`config.mk`:
```
export PLATFORM = sky130hd
export DESIGN_NAME = branch_flag_unit
export DESIGN_NICKNAME = d
export VERILOG_FILES = /design/src/rtl/branch_flag_unit.sv
export SDC_FILE = /design/constraint.sdc
export NUM_CORES = 1
export LEC_CHECK = 0
export CORE_MARGIN = 2
export CORE_UTILIZATION = 26
export DETAILED_ROUTE_END_ITERATION = 12
export MAX_ROUTING_LAYER = met4
export SYNTH_ARGS = -nofsm -noshare
export SYNTH_HDL_FRONTEND = slang
export SYNTH_SLANG_ARGS = --single-unit
```
`constraint.sdc`:
```
create_clock -name clk -period 2.22 [get_ports clk]
set_clock_uncertainty 0.05 [all_clocks]
set_input_delay 0.444 -clock clk [delete_from_list [all_inputs] [get_ports clk]]
set_output_delay 0.444 -clock clk [all_outputs]
set_load 0.005 [all_outputs]
```
`src/rtl/branch_flag_unit.sv`:
```
// ============================================================================
// Module   : branch_flag_unit
// Purpose  : EX-stage branch flag producer. Compares rs1/rs2 for B-type
//            instructions, registers Z/N and the {funct3, opcode} code for
//            the branch condition handler, holds the branch target, and turns
//            the handler's taken decision into a one-cycle PC redirect plus a
//            multi-cycle IF/ID and ID/EX flush sequence.
// Revision : 1.0 - initial release
// ============================================================================
`default_nettype none

module branch_flag_unit #(
   parameter int XLEN         = 32,
   parameter int FLUSH_CYCLES = 2
) (
   input  logic            clk,
   input  logic            rst_n,
   input  logic            stall_in,
   input  logic            ex_valid,
   input  logic [6:0]      ex_opcode,
   input  logic [2:0]      ex_funct3,
   input  logic [XLEN-1:0] rs1_val,
   input  logic [XLEN-1:0] rs2_val,
   input  logic [XLEN-1:0] pc_ex,
   input  logic [XLEN-1:0] imm_b,
   input  logic            taken_in,
   output logic            Z,
   output logic            N,
   output logic [9:0]      comb_opfunct,
   output logic            flags_valid,
   output logic            redirect,
   output logic [XLEN-1:0] target_pc,
   output logic            flush_ifid,
   output logic            flush_idex,
   output logic            busy
);

   // ------------------------------------------------------------------------
   // Constants
   // ------------------------------------------------------------------------
   localparam logic [6:0] C_OP_BRANCH = 7'b1100011;

   // Counter is wide enough for the full legal FLUSH_CYCLES range (1..15)
   localparam int               CNT_W      = 4;
   localparam logic [CNT_W-1:0] C_CNT_LOAD = CNT_W'(FLUSH_CYCLES - 1);

   localparam logic [0:0] S_IDLE  = 1'b0;
   localparam logic [0:0] S_FLUSH = 1'b1;

   // ------------------------------------------------------------------------
   // State
   // ------------------------------------------------------------------------
   logic [0:0]      state_q,    state_d;
   logic [CNT_W-1:0] cnt_q,     cnt_d;
   logic            z_q,        z_d;
   logic            n_q,        n_d;
   logic [9:0]      opf_q,      opf_d;
   logic            fv_q,       fv_d;
   logic            redirect_q, redirect_d;
   logic [XLEN-1:0] target_q,   target_d;
   logic [XLEN-1:0] tgt_hold_q, tgt_hold_d;

   // ------------------------------------------------------------------------
   // EX-stage decode and compare
   // ------------------------------------------------------------------------
   logic            w_f3_legal;
   logic            w_is_branch;
   logic            w_eq;
   logic            w_lt;
   logic [XLEN-1:0] w_target_sum;

   // Branch detect and flag compute for the instruction currently in EX
   always_comb begin
      // funct3 010/011 are reserved encodings and never produce live flags
      w_f3_legal  = (ex_funct3 != 3'b010) && (ex_funct3 != 3'b011);
      w_is_branch = ex_valid && (ex_opcode == C_OP_BRANCH) && w_f3_legal;
      w_eq        = (rs1_val == rs2_val);
      // BLTU/BGEU use an unsigned compare; every other branch compares signed
      if (ex_funct3[2:1] == 2'b11) begin
         w_lt = (rs1_val < rs2_val);
      end else begin
         w_lt = ($signed(rs1_val) < $signed(rs2_val));
      end
      // Carry out of the target add is discarded, so the target wraps
      w_target_sum = pc_ex + imm_b;
   end

   // ------------------------------------------------------------------------
   // State register (asynchronous reset; stall handled in next-state logic)
   // ------------------------------------------------------------------------
   // Register all state; reset clears everything immediately, even mid-flush
   always_ff @(posedge clk or negedge rst_n) begin
      if (!rst_n) begin
         state_q    <= S_IDLE;
         cnt_q      <= '0;
         z_q        <= 1'b0;
         n_q        <= 1'b0;
         opf_q      <= '0;
         fv_q       <= 1'b0;
         redirect_q <= 1'b0;
         target_q   <= '0;
         tgt_hold_q <= '0;
      end else begin
         state_q    <= state_d;
         cnt_q      <= cnt_d;
         z_q        <= z_d;
         n_q        <= n_d;
         opf_q      <= opf_d;
         fv_q       <= fv_d;
         redirect_q <= redirect_d;
         target_q   <= target_d;
         tgt_hold_q <= tgt_hold_d;
      end
   end

   // ------------------------------------------------------------------------
   // Next-state logic
   // ------------------------------------------------------------------------
   // Compute FSM transition, flag capture and redirect; stall holds everything
   always_comb begin
      state_d    = state_q;
      cnt_d      = cnt_q;
      z_d        = z_q;
      n_d        = n_q;
      opf_d      = opf_q;
      fv_d       = fv_q;
      redirect_d = redirect_q;
      target_d   = target_q;
      tgt_hold_d = tgt_hold_q;

      if (!stall_in) begin
         case (state_q)
            S_IDLE: begin
               if (fv_q && taken_in) begin
                  // Taken: launch redirect, start flush, and squash whatever
                  // instruction sits in EX on this edge
                  state_d    = S_FLUSH;
                  redirect_d = 1'b1;
                  target_d   = tgt_hold_q;
                  cnt_d      = C_CNT_LOAD;
                  z_d        = 1'b0;
                  n_d        = 1'b0;
                  opf_d      = '0;
                  fv_d       = 1'b0;
               end else if (w_is_branch) begin
                  // Capture a new branch (also covers back-to-back not-taken)
                  redirect_d = 1'b0;
                  z_d        = w_eq;
                  n_d        = w_lt;
                  opf_d      = {ex_funct3, ex_opcode};
                  fv_d       = 1'b1;
                  tgt_hold_d = w_target_sum;
               end else begin
                  // Zeroed flags steer the handler to its not-taken default
                  redirect_d = 1'b0;
                  z_d        = 1'b0;
                  n_d        = 1'b0;
                  opf_d      = '0;
                  fv_d       = 1'b0;
               end
            end

            S_FLUSH: begin
               // EX contents are being squashed, so no capture happens here
               redirect_d = 1'b0;
               z_d        = 1'b0;
               n_d        = 1'b0;
               opf_d      = '0;
               fv_d       = 1'b0;
               if (cnt_q == '0) begin
                  state_d = S_IDLE;
               end else begin
                  cnt_d = cnt_q - {{(CNT_W-1){1'b0}}, 1'b1};
               end
            end

            default: begin
               state_d = S_IDLE;
               cnt_d   = '0;
            end
         endcase
      end
   end

   // ------------------------------------------------------------------------
   // Output logic
   // ------------------------------------------------------------------------
   // Drive outputs from registered state; flush lines follow the FLUSH state
   always_comb begin
      Z            = z_q;
      N            = n_q;
      comb_opfunct = opf_q;
      flags_valid  = fv_q;
      redirect     = redirect_q;
      target_pc    = target_q;
      busy         = (state_q == S_FLUSH);
      flush_ifid   = (state_q == S_FLUSH);
      flush_idex   = (state_q == S_FLUSH);
   end

endmodule

`default_nettype wire
```
# Word level (Yosys, flattened, before mapping)
# Cells that the tools add are included.
[totals]
ff_bits = 83
latchBits = 0
ramBits = 0
romBits = 0
input_bits = 143
memories = 0
[classes]
n_addsub = 2
mul = 0
div = 0
n_lt_le_gt_ge = 2
n_eq_ne = 7
shift = 0
mux = 20
bitwise = 3
n_reduce_logical = 8
[ops]
columns = ["op", "n"]
rows = [
  ["< comparator 32 bit", 2],
  ["adder 32 bit", 1],
  ["== test 32 bit", 1],
  ["two-way mux 10 bit", 2],
  ["one-hot mux 10 bit (2 select lines)", 1],
  ["one-hot mux 1 bit (2 select lines)", 5],
  ["two-way mux 1 bit", 9],
  ["two-way mux 4 bit", 2],
  ["one-hot mux 4 bit (2 select lines)", 1],
  ["== test 7 bit (second input constant)", 1],
  ["!= test 3 x 2 -> 1 bit (second input constant)", 2],
  ["AND reduction 3 bit", 2],
  ["logical AND 1 bit", 4],
  ["logical NOT 4 bit", 1],
  ["!= test 2 bit (second input constant)", 2],
  ["AND reduction 4 bit", 1],
  ["subtractor 4 x 1 -> 4 bit (second input constant)", 1],
  ["inverter 1 bit", 3],
  ["== test 2 bit (second input constant)", 1],
]

# Depth between registers and ports, before layout
# Gate-level depths: netlist of the first run.
[depth]
word_depth = 6
ltp_mapped = 11
ltp_nobuf = 11

# Worst setup path before layout of the first run
# Ideal clock, no wire load.
[synth_timing]
kind = "input -> register"
from = "input pc_ex[0]"
to = "register tgt_hold_q[24]"
t_arrival_ns = 2.464
required_ns = 2.101
setup_slack_ns = -0.363
path_stages = 11
n_path_buf = 0
cell_sequence = "ha_1 > inv_1 > fa_1 > nand2b_1 > a21oi_1 > o21ai_0 > nand3_1 > a2111oi_2 > or2_4 > or4_1 > nand3_1"
[synth_via]
elab_chain_cells = 1
[synth_lines]
columns = ["element", "line_no", "source"]
rows = [
  ["start: declaration", "24", "input logic [XLEN-1:0] pc_ex,"],
  ["adder 32 bit", "85", "w_target_sum = pc_ex + imm_b;"],
  ["end signal: assignment", "112", "tgt_hold_q <= tgt_hold_d;"],
  ["end: declaration", "61", "logic [XLEN-1:0] tgt_hold_q, tgt_hold_d;"],
]
# No other way between the ends.
# A chain may end at the register's enable or synchronous reset.

# Worst setup path after layout of the first run
[layout_timing]
from = "input pc_ex[3]"
to = "register tgt_hold_q[26]"
# Same word-level chain as after synthesis.

==> summary.txt, run 1 <==
Cells and area
  • Diodes inserted: 0
  • Share of layout cells above drive strength 1: 0.335
  • Non-filler cells, final: 1174
  • Nets: 1102
  • Register area: between 2000 and 2500 um^2
  • P&R area growth vs syn: 77.5%
  • Most common cell after layout, fill and taps aside: clkdlybuf4s50_1
  • Fin util: 0.469
  • Most frequent cells in the layout: 148 x clkdlybuf4s50_1, 113 x buf_4, 83 x dfrtp_1, 65 x nand2_1, 44 x inv_1
  • Footprint of the multi-input gates: 4010 um^2
  • Fillers: 1999

Global routing
  • Remaining global-route overflow: 0
  • GRT Resource Usage Total: 0.155
  • Largest net degree at the start of global routing: 43
  • Initial antenna violation count: 0
  • Vias in the first global route: between 5000 and 6000
  • First-pass GRT wire length: 26700 um

CTS
  • Longest Clk Path Bufs: 2
  • Clock buffer count from CTS: 9
  • Root buf cell: clkbuf_16
  • Clk sinks: 83
  • CTS tree: yes
  • H-tree depth: 3
  • Clk_lat worst skew: 0.35 ns
  • Clock slew at reported path FFs: 0.06 ns

STA
  • Final setup violation count: 1
  • Fin. max-slew vios: 0
  • Period utilisation layout: 1.00
  • F_max: 0.450 GHz
  • Worst hold slack: roughly 0.37 ns
  • RSZ-0062 raised after global routing: true
  • Actual slew at the worst max-slew pin: 0.358 ns
  • Setup TNS: -0.00185 ns
  • Tmin final: 2.22 ns
  • Setup ws final: -0.00185 ns
  • Fin. Hold Viols: 0
  • Slew margin rel.: 0.761

Synthesis
  • Register area share after synthesis: 0.375
  • Yosys reg bits: 83
  • Synth warn: 0
  • Synth Instances: between 500 and 600
  • EDFF count, synth: 0
  • Yosys cell types: 54
  • Syn_area_per_cell: 9.40 um^2
  • Cell area after synthesis: 5540 um^2
  • Post-synth ARST share: 1.00
  • Top FF cell, synth: dfrtp_1
  • Syn nets: ~800

Drt
  • WL/cell: 14.7 um
  • Post-DRT Antenna Nets: 0
  • Routed vias: between 5000 and 6000
  • Drt pass-1 iters: 4
  • Vias per cell: 4.61
  • DRC viols: 0
  • Drt initial violations: 211
  • Final WL: 17300 um

Worst setup path
  • CP required: 2.41 ns
  • CP Capture Type: register
  • Startpoint Class: primary input
  • Crit Path Class: primary input to register
  • Setup slack, reg-to-reg: 0.51 ns
  • WP data arrival: 2.41 ns
  • CP Max Fanout: 3

Die
  • Total die area: 22500 um^2
  • Core ar.: between 20000 and 25000 um^2
  • Site Rows: between 50 and 60
  • Ports: 192
  • Starting Density: 0.264
  • Chip height: between 100 and 150 um
  • Die span in x: 150 um

Place
  • GPL Wtd Cong: 0.819
  • Post-DP HPWL: 13400 um
  • PortBufs: between 150 and 200
  • Cell count after placement: 1129

Run status
  • Outcome: finished with violations
  • Violated checks: setup timing

Pwr
  • P per Cell Area: 495 nW/um^2
  • Leak Pwr: ~4.6 nW
  • Post-layout power: 4.87 mW
  • Worst VDD drop: 0.251 mV

Run
  • Max Cap Viol: 0

Min path
  • Hold Path Class: primary input to register
==> flip-flops by register name, summed over array words and instances, names as in the netlist <==
signal and flops:
flags_valid 1, tgt_hold_q 32, cnt_q 4, target_pc 32
N 1, Z 1, busy 1, comb_opfunct 10
redirect 1
==> Yosys cell counts, types with 4 or more instances <==
cell / number / share of area
dfrtp_1: 83 / 0.37
and2_1: 5 / 0.0056
clkbuf_1: 13 / 0.0088
nand2b_1: 6 / 0.0068
xor2_1: 12 / 0.019
nand3_1: 10 / 0.0090
a31oi_1: 13 / 0.015
o31ai_1: 5 / 0.0068
xnor2_1: 19 / 0.030
o21ai_0: 53 / 0.048
a21o_1: 32 / 0.043
ha_1: 64 / 0.14
nand2_1: 71 / 0.048
mux2_2: 32 / 0.065
nand4_1: 11 / 0.012
nor3_1: 9 / 0.0081
nor2b_1: 4 / 0.0045
a21oi_1: 34 / 0.031
nor2_1: 15 / 0.010
inv_1: 47 / 0.032
==> metal layers <==
layer	track usage	up-vias	wire length [um]	part of all wire
met5	-	-	0	0
met2	0.263	142	8630	0.50
li1	-	2696	-	-
met3	0.0220	25	931	0.054
met1	0.188	2551	7400	0.43
met4	0.0575	0	345	0.020
==> what timing repair did <==
item                       4_1_cts  5_1_grt
hold buffers                     1        0
hold endpoints to repair        14        0
setup buffers                   17       11
setup endpoints to repair       24       20
resized for setup              147       83
pin swaps                       58       48
==> path summary, 6_finish.rpt <==
check                                from  depth (start not counted)        endpoint
setup reg to reg                     busy                          6  tgt_hold_q[30]
hold reg to reg            tgt_hold_q[26]                          2  tgt_hold_q[26]
min in group asynchronous           rst_n                          2        cnt_q[0]
hold / removal                   pc_ex[0]                          4   tgt_hold_q[0]
setup / recovery                 pc_ex[3]                         12  tgt_hold_q[26]
max in group asynchronous           rst_n                          3   tgt_hold_q[9]
==> metrics by stage <==
| stage | cell area [um^2] | setup WS [ns] |
|---|---|---|
| final | 9830 | -0.00185 |
| after global routing | 9830 | -0.142 |
| after CTS | 9480 | -0.117 |
| after detailed placement | 8540 | -0.796 |
| after global placement | 8540 | -0.752 |
| after floorplan | 5620 | -0.0684 |
==> power by group <==
group / total, mW / internal [mW] / switching (mW)
combinational: 1.57 / 0.879 / 0.690
sequential: 1.60 / 1.57 / 0.0383
clock: 1.69 / 1.05 / 0.642
==> worst max-delay path: stages <==
cell and delay, ns:
dlygate4sd2_1 0.26, ha_4 0.23, nand2_4 0.07, buf_4 0.11, a21oi_4 0.03, o21ai_2 0.15, nand3_2 0.15, buf_6 0.16
a211o_4 0.35, a21oi_4 0.21, xor2_1 0.19, o21ai_1 0.07
==> cells by family (layout without fill, tap and decap cells) <==
logic type,count (synthesis),count (layout),share of synthesized area
xor+xnor,31,31,0.0490
fa+ha+maj,65,65,0.148
flops,83,83,0.375
compound gates,163,163,0.185
simple gates,146,146,0.125
buf+inv,69,379,0.0526
mux,32,32,0.0651
==> final cells by class <==
class                      instances  share of cell area
multi-input combinational        437               0.408
timing repair buffer             316               0.294
tap                              275              0.0350
inverter                          47              0.0179
sequential                        83               0.211
clock inverter                     5             0.00865
clock buffer                      11              0.0257
(Power assumes the default switching activity.)
==> run 2: changes to the inputs <==
--- a/config.mk
+++ b/config.mk
@@ -7,6 +7,8 @@
 export LEC_CHECK = 0
 export CORE_MARGIN = 2
 export CORE_UTILIZATION = 26
+export CTS_BUF_LIST = sky130_fd_sc_hd__clkbuf_4 sky130_fd_sc_hd__clkbuf_8 sky130_fd_sc_hd__clkbuf_16
+export CTS_CLUSTER_DIAMETER = 120
 export DETAILED_ROUTE_END_ITERATION = 12
 export MAX_ROUTING_LAYER = met4
 export SYNTH_ARGS = -nofsm -noshare
==> results of run 2 <==
Final layout, timing and power as in run 1 (identical DEF).
==> run 3: changes to the inputs <==
--- a/config.mk
+++ b/config.mk
@@ -9,6 +9,7 @@
 export CORE_UTILIZATION = 26
 export CTS_BUF_LIST = sky130_fd_sc_hd__clkbuf_4 sky130_fd_sc_hd__clkbuf_8 sky130_fd_sc_hd__clkbuf_16
 export CTS_CLUSTER_DIAMETER = 120
+export CTS_CLUSTER_SIZE = 10
 export DETAILED_ROUTE_END_ITERATION = 12
 export MAX_ROUTING_LAYER = met4
 export SYNTH_ARGS = -nofsm -noshare
==> results of run 3 <==
Final layout, timing and power as in run 1 (identical DEF).
